$ cat src/rtl/eth_mac_pe_rx_frame_packer.sv
// Rx protocol-engine front end: packs MAC bytes into DW-bit words via a small pre-cache,
// filters on destination MAC, strips/truncates, and drains words into the rx data buffer.
module eth_mac_pe_rx_frame_packer #(
    parameter int DW    = 32,
    parameter int DEPTH = 4,
    parameter int LW    = 12
) (
    input  logic              pe_rx_clk,
    input  logic              pe_rx_rstn,
    input  logic              pe_rx_logic_clr,
    input  logic [7:0]        rx_frame_byte_data,
    input  logic              rx_frame_byte_data_we,
    input  logic              rx_frame_byte_data_done,
    input  logic              rxdb_fifo_ready,
    output logic              rxdb_pe2fifo_we,
    output logic [DW-1:0]     rxdb_pe2fifo_wdata,
    output logic [DW/8-1:0]   rxdb_pe2fifo_wbe,
    output logic              rxdb_pe2fifo_we_done,
    output logic              rx_handle_done,
    output logic              rx_frame_drop,
    output logic              rx_frame_truncated,
    output logic              rx_precache_overflow,
    input  logic [47:0]       r_sa_macaddr,
    input  logic              r_promisc_en,
    input  logic              r_hdr_strip,
    input  logic [LW-1:0]     r_rx_payload_byte_length,
    output logic [LW-1:0]     r_rx_payload_byte_real_length
);
    localparam int NB = DW / 8;
    localparam int LB = $clog2(NB);
    localparam int AW = $clog2(DEPTH);
    localparam logic [AW:0] PTR_ONE  = (AW+1)'(1);
    localparam logic [AW:0] FULL_LVL = (AW+1)'(DEPTH);

    typedef enum logic [2:0] {IDLE, HDR, PAYLOAD, DROP, FLUSH} state_t;
    state_t state;

    logic [DW-1:0] mem_data [DEPTH];
    logic [NB-1:0] mem_be   [DEPTH];
    logic [AW:0]   wr_ptr, rd_ptr, fill;
    logic [DW-1:0] pack_data, pack_data_n;
    logic [NB-1:0] pack_be, pack_be_n;
    logic [3:0]    byte_idx, byte_idx_eff;
    logic [39:0]   da_sr;
    logic [47:0]   da_next;
    logic [LW-1:0] stored, stored_eff;
    logic          trunc, trunc_eff;
    logic          take, in_hdr, under_limit, store, over, da_match, mismatch;
    logic          push, pop, full, ovf, wr_en, kill;
    logic [LB-1:0] lane;

    // Per-frame counters read as zero in IDLE so the first byte starts a fresh frame.
    assign byte_idx_eff = (state == IDLE) ? '0 : byte_idx;
    assign stored_eff   = (state == IDLE) ? '0 : stored;
    assign trunc_eff    = (state == IDLE) ? 1'b0 : trunc;

    assign take        = rx_frame_byte_data_we &&
                         (state == IDLE || state == HDR || state == PAYLOAD);
    assign in_hdr      = byte_idx_eff < 4'd14;
    assign under_limit = ((r_rx_payload_byte_length == '0) ||
                          (stored_eff < r_rx_payload_byte_length)) && (stored_eff != '1);
    assign store       = take && !(r_hdr_strip && in_hdr) && under_limit;
    assign over        = take && !(r_hdr_strip && in_hdr) && !under_limit;
    assign lane        = stored_eff[LB-1:0];

    assign da_next  = {da_sr, rx_frame_byte_data};
    assign da_match = (da_next == r_sa_macaddr) || (da_next == 48'hFFFF_FFFF_FFFF) || r_promisc_en;
    assign mismatch = take && (state == HDR) && (byte_idx_eff == 4'd5) && !da_match;

    assign fill  = wr_ptr - rd_ptr;
    assign full  = (fill == FULL_LVL);
    assign push  = (state == HDR || state == PAYLOAD) ? (&pack_be) :
                   (state == FLUSH) ? (|pack_be) : 1'b0;
    assign pop   = (fill != '0) && rxdb_fifo_ready && (state == PAYLOAD || state == FLUSH);
    assign ovf   = push && full && !pop;
    assign wr_en = push && !ovf;
    assign kill  = ovf || mismatch || (state == DROP);

    always_comb begin
        pack_data_n = push ? '0 : pack_data;
        pack_be_n   = push ? '0 : pack_be;
        if (store) begin
            pack_data_n[8*lane +: 8] = rx_frame_byte_data;
            pack_be_n[lane]          = 1'b1;
        end
    end

    always_ff @(posedge pe_rx_clk) begin
        if (wr_en) begin
            mem_data[wr_ptr[AW-1:0]] <= pack_data;
            mem_be[wr_ptr[AW-1:0]]   <= pack_be;
        end
    end

    always_ff @(posedge pe_rx_clk or negedge pe_rx_rstn) begin
        if (!pe_rx_rstn) begin
            state                         <= IDLE;
            wr_ptr                        <= '0;
            rd_ptr                        <= '0;
            pack_data                     <= '0;
            pack_be                       <= '0;
            byte_idx                      <= '0;
            da_sr                         <= '0;
            stored                        <= '0;
            trunc                         <= 1'b0;
            rxdb_pe2fifo_we               <= 1'b0;
            rxdb_pe2fifo_wdata            <= '0;
            rxdb_pe2fifo_wbe              <= '0;
            rxdb_pe2fifo_we_done          <= 1'b0;
            rx_handle_done                <= 1'b0;
            rx_frame_drop                 <= 1'b0;
            rx_frame_truncated            <= 1'b0;
            rx_precache_overflow          <= 1'b0;
        end else if (pe_rx_logic_clr) begin
            state                         <= IDLE;
            wr_ptr                        <= '0;
            rd_ptr                        <= '0;
            pack_data                     <= '0;
            pack_be                       <= '0;
            byte_idx                      <= '0;
            da_sr                         <= '0;
            stored                        <= '0;
            trunc                         <= 1'b0;
            rxdb_pe2fifo_we               <= 1'b0;
            rxdb_pe2fifo_wdata            <= '0;
            rxdb_pe2fifo_wbe              <= '0;
            rxdb_pe2fifo_we_done          <= 1'b0;
            rx_handle_done                <= 1'b0;
            rx_frame_drop                 <= 1'b0;
            rx_frame_truncated            <= 1'b0;
            rx_precache_overflow          <= 1'b0;
        end else begin
            rxdb_pe2fifo_we      <= pop;
            rxdb_pe2fifo_we_done <= 1'b0;
            rx_handle_done       <= 1'b0;
            rx_frame_drop        <= 1'b0;
            rx_frame_truncated   <= 1'b0;
            if (pop) begin
                rxdb_pe2fifo_wdata <= mem_data[rd_ptr[AW-1:0]];
                rxdb_pe2fifo_wbe   <= mem_be[rd_ptr[AW-1:0]];
                rd_ptr             <= rd_ptr + PTR_ONE;
            end
            if (wr_en) wr_ptr <= wr_ptr + PTR_ONE;
            if (ovf) rx_precache_overflow <= 1'b1;
            pack_data <= pack_data_n;
            pack_be   <= pack_be_n;
            if (take) begin
                byte_idx <= in_hdr ? byte_idx_eff + 4'd1 : byte_idx_eff;
                stored   <= stored_eff + LW'(store);
                trunc    <= trunc_eff | over;
                if (byte_idx_eff < 4'd6) da_sr <= da_next[39:0];
            end
            // Rejected or overflowed frames lose everything already packed or cached.
            if (kill) begin
                wr_ptr    <= '0;
                rd_ptr    <= '0;
                pack_data <= '0;
                pack_be   <= '0;
            end

            unique case (state)
                IDLE: if (take) state <= HDR;
                HDR, PAYLOAD: begin
                    if (ovf || mismatch) begin
                        if (rx_frame_byte_data_done) begin
                            state              <= IDLE;
                            rx_handle_done     <= 1'b1;
                            rx_frame_drop      <= 1'b1;
                            rx_frame_truncated <= trunc_eff | over;
                        end else begin
                            state <= DROP;
                        end
                    end else if (rx_frame_byte_data_done) begin
                        state <= FLUSH;
                    end else if (state == HDR && take && byte_idx_eff == 4'd13) begin
                        state <= PAYLOAD;
                    end
                end
                DROP: if (rx_frame_byte_data_done) begin
                    state              <= IDLE;
                    rx_handle_done     <= 1'b1;
                    rx_frame_drop      <= 1'b1;
                    rx_frame_truncated <= trunc_eff;
                end
                FLUSH: begin
                    if (ovf) begin
                        state              <= IDLE;
                        rx_handle_done     <= 1'b1;
                        rx_frame_drop      <= 1'b1;
                        rx_frame_truncated <= trunc_eff;
                    end else if (fill == '0 && pack_be == '0) begin
                        state                <= IDLE;
                        rxdb_pe2fifo_we_done <= 1'b1;
                        rx_handle_done       <= 1'b1;
                        rx_frame_truncated   <= trunc_eff;
                    end
                end
                default: state <= IDLE;
            endcase
        end
    end

    assign r_rx_payload_byte_real_length = stored;

endmodule

$ cat config.mk
export PLATFORM = sky130hd
export DESIGN_NAME = eth_mac_pe_rx_frame_packer
export DESIGN_NICKNAME = d
export VERILOG_FILES = /design/src/rtl/eth_mac_pe_rx_frame_packer.sv
export SDC_FILE = /design/constraint.sdc
export NUM_CORES = 1
export LEC_CHECK = 0
export CAP_MARGIN = 20
export CORE_ASPECT_RATIO = 0.75
export CORE_UTILIZATION = 57
export CTS_CLUSTER_DIAMETER = 80
export DETAILED_ROUTE_END_ITERATION = 10
export HOLD_SLACK_MARGIN = 0.12
export PLACE_DENSITY = 0.83
export SYNTH_ARGS = -nofsm -noshare
export SYNTH_HDL_FRONTEND = slang
export SYNTH_SLANG_ARGS = --single-unit
$ cat constraint.sdc
create_clock -name pe_rx_clk -period 5.3 [get_ports pe_rx_clk]
set_clock_uncertainty 0.1 [all_clocks]
set_input_delay 1.06 -clock pe_rx_clk [delete_from_list [all_inputs] [get_ports pe_rx_clk]]
set_output_delay 1.06 -clock pe_rx_clk [all_outputs]
set_load 0.005 [all_outputs]
==> run summary <==
H-Tree Depth: 1
CTS Buffer Depth: 3
Syn Nets: 1189
Outcome: completed
Mapped Cells: 1085
Largest net degree at the start of global routing: 112
CP Data Arrival Time: 4.79 ns
Number of synthesized register bits: 288
Async set-reset flop share out of synthesis: 50.00%
Routability congestion estimate: 0.8892
Post-DP HPWL: 20200 µm
Worst r2r src: state[0]
Post-CTS sizing: 0
Area grow syn2layout: 18.26%
Grt total ovfl: 0
Setup Buffers After CTS: 0
DRT Pass-1 Iters: 5
Routed WL: 31800 µm
Main synth FF type: edfxtp_1
1st-iter DRT viols: 1185
I/O pins: 130
Setup_tns: 0 ns
Syn_area_per_cell: 12.13 µm²
RSZ-0062 raised after global routing: no
Initial Util: 58.87%
Max Fanout on Critical Path: 25
Die W: 177.4 µm
Port bufs: 129
Dpl cells: 1452
N_diodes: 0
Critical path's slowest cell: dfrtp_1
Leakage: 0.005902 µW
Setup-failing EPs final: 0
DR WL/cell: 21.17 µm
Hold Vio Cnt, Final: 0
Seq/Total Area, Yosys: 60.26%
Fmax achieved: 221.3 MHz
Hold Path Class: primary input to async pin
Number of global-route vias before repair: 9090
Setup crit start kind: flip-flop
Num CTS Buffers: 27
Fin. max-slew vios: 0
Worst-Margin Slew: 0.9472 ns
Drc violations: 0
Yosys top cell by area: edfxtp_1
Via density: 6.248
CTS tree: yes
CTS sink cnt: 288
Share of cells above drive strength 1: 10.35%
Yosys warns: 0
Max incr delay on CP: 0.68 ns
Finished Layout Cells: 1502
Global-route wire length before repair: 50710 µm
Top post-synthesis cells by count: 175 x nand2_1, 144 x dfrtp_1, 144 x edfxtp_1
Distinct cells, synth: 60
EDFF count, synth: 144
CP bufs+invs: 0
Worst-path clk slew: 0.06 ns
Mapped Area: 13160 µm²
Hold_buf cts: 0
PD cells: 313.1 nW/µm²
Core Region: 22350 µm²
Vias: 9385
Die Span Y: 133.6 µm
Critical path type: flip-flop to flip-flop
Root Buffer: clkbuf_16
Crit end category: flip-flop
Most common cell in the synthesized netlist: nand2_1
Critical path, cell by cell: or3_1 -> and2_1 -> ha_1 -> a21boi_0 -> o2111ai_1 -> a31o_1 -> and3_1 -> ha_1 -> ha_1 -> and3_1 -> and3_1 -> and4_1 -> a31oi_1 -> o21ai_0 -> a21oi_1
Fin nets: 1292
Most area-consuming cells after synthesis: edfxtp_1 33%, dfrtp_1 27%, mux4_2 6.2%, nand2_1 5.0%, a21oi_1 4.8%
Peak VDD IR: 0.2512 mV
FP Rows: 47
Die area: 23700 µm²
Worst-skew pair later-pin latency: 0.54 ns
CP required: 5.57 ns
Fin crit share: 85.25%
Post-synth top area share: 32.87%
Top delay family on crit path: simple AND/OR/NAND/NOR gates
Final Core Density: 69.62%
Initial antenna violation count: 0
ANT nets after route: 0
Slew HR: 36.37%
Worst Setup SP: state[0]
WHS: 0.3036 ns
Maxcap violations: 0
Tmin final: 4.518 ns
Overall Global Routing Usage: 27.87%
-- kinds of logic after synthesis --
kind of cell	Yosys count	synth area share [%]
fa+ha+maj	28	2.663
xor+xnor	56	3.728
mux	36	6.163
buf+inv	94	3.452
compound gates	221	10.29
simple gates	362	13.45
flops	288	60.26
-- stage by stage --
stage | power [µW] | worst slack [ns] | cell area (µm²)
floorplan | 2716 | 1.239 | 13160
global route | 5025 | 0.4204 | 15560
global placement | 2868 | 0.9295 | 14610
detailed placement | 2876 | 0.8639 | 14610
finish | 4872 | 0.7819 | 15560
CTS | 4885 | 0.8969 | 15530
-- layout by cell type (no fill, tap or decap), types with 5 or more instances in the layout --
cell             instances
nand2_1                175
edfxtp_1               144
dfrtp_1                143
clkdlybuf4s50_1        127
a21oi_1                126
nand4_1                 54
xor2_1                  52
mux4_2                  36
o211ai_1                33
nor2_1                  33
ha_1                    28
clkbuf_16               27
nor4_1                  20
buf_4                   20
inv_1                   19
o21ai_0                 19
and3_1                  15
and2_1                  14
nor3_1                  11
nand3_1                 10
a21oi_2                  8
a22oi_1                  7
and4_1                   5
nor3b_1                  5
clkinv_2                 5
bufinv_16                5
-- routing by layer --
layer	vias up	track usage (%)	wire length, µm	part of all wire [%]
met2	475	42.40	14430	45
met5	-	0	0	0
met4	0	6.933	868	2.7
li1	4188	-	-	-
met1	4646	42.49	13770	43
met3	76	4.024	2738	8.6
-- worst register-to-register path: cells and delay by family (launching register included) --
kind	cells	cell delay, ns
and+or+nand+nor	6	1.92
AOI/OAI and AO/OA	6	1.02
DFF	1	0.68
adders and majority gates	3	0.65
-- sequential cells by signal, summed over array words and instances, names as in the netlist --
name / count
rx_handle_done: 1
rxdb_pe2fifo_wbe: 4
rxdb_pe2fifo_we: 1
mem_data: 128
rx_precache_overflow: 1
rxdb_pe2fifo_we_done: 1
rx_frame_drop: 1
rd_ptr: 3
trunc: 1
state: 3
mem_be: 16
pack_data: 32
rx_frame_truncated: 1
r_rx_payload_byte_real_length: 12
rxdb_pe2fifo_wdata: 32
da_sr: 40
pack_be: 4
wr_ptr: 3
byte_idx: 4
-- cell type report --
| cell class | count | area (µm²) |
|---|---|---|
| flip-flops and latches | 288 | 7929 |
| clock buffers | 31 | 700.7 |
| well taps | 294 | 367.9 |
| inverters | 19 | 71.32 |
| repair buffers | 149 | 1460 |
| fillers | 1528 | 6788 |
| clock inverters | 18 | 224.0 |
| multi-input cells | 703 | 4806 |
-- worst paths after layout --
check | to | slack, ns | depth (start not counted)
max | r_rx_payload_byte_real_length[10] | 0.78 | 15
min | rx_handle_done | 0.30 | 1
max reg2reg | r_rx_payload_byte_real_length[10] | 0.78 | 15
min reg2reg | rxdb_pe2fifo_wdata[8] | 0.42 | 2
max in group asynchronous | da_sr[20] | 3.64 | 3
min in group pe_rx_clk | rxdb_pe2fifo_wdata[8] | 0.42 | 2
-- power by group --
| group | total, µW | internal [µW] | leakage (µW) | switching (µW) |
|---|---|---|---|---|
| logic | 415 | 156 | 0.00212 | 260 |
| registers | 2430 | 2370 | 0.00333 | 55.1 |
| clock network | 2030 | 1190 | 0.000446 | 833 |
| total | 4870 | 3720 | 0.00590 | 1150 |
No activity file was read; power rests on OpenSTA's default activity.
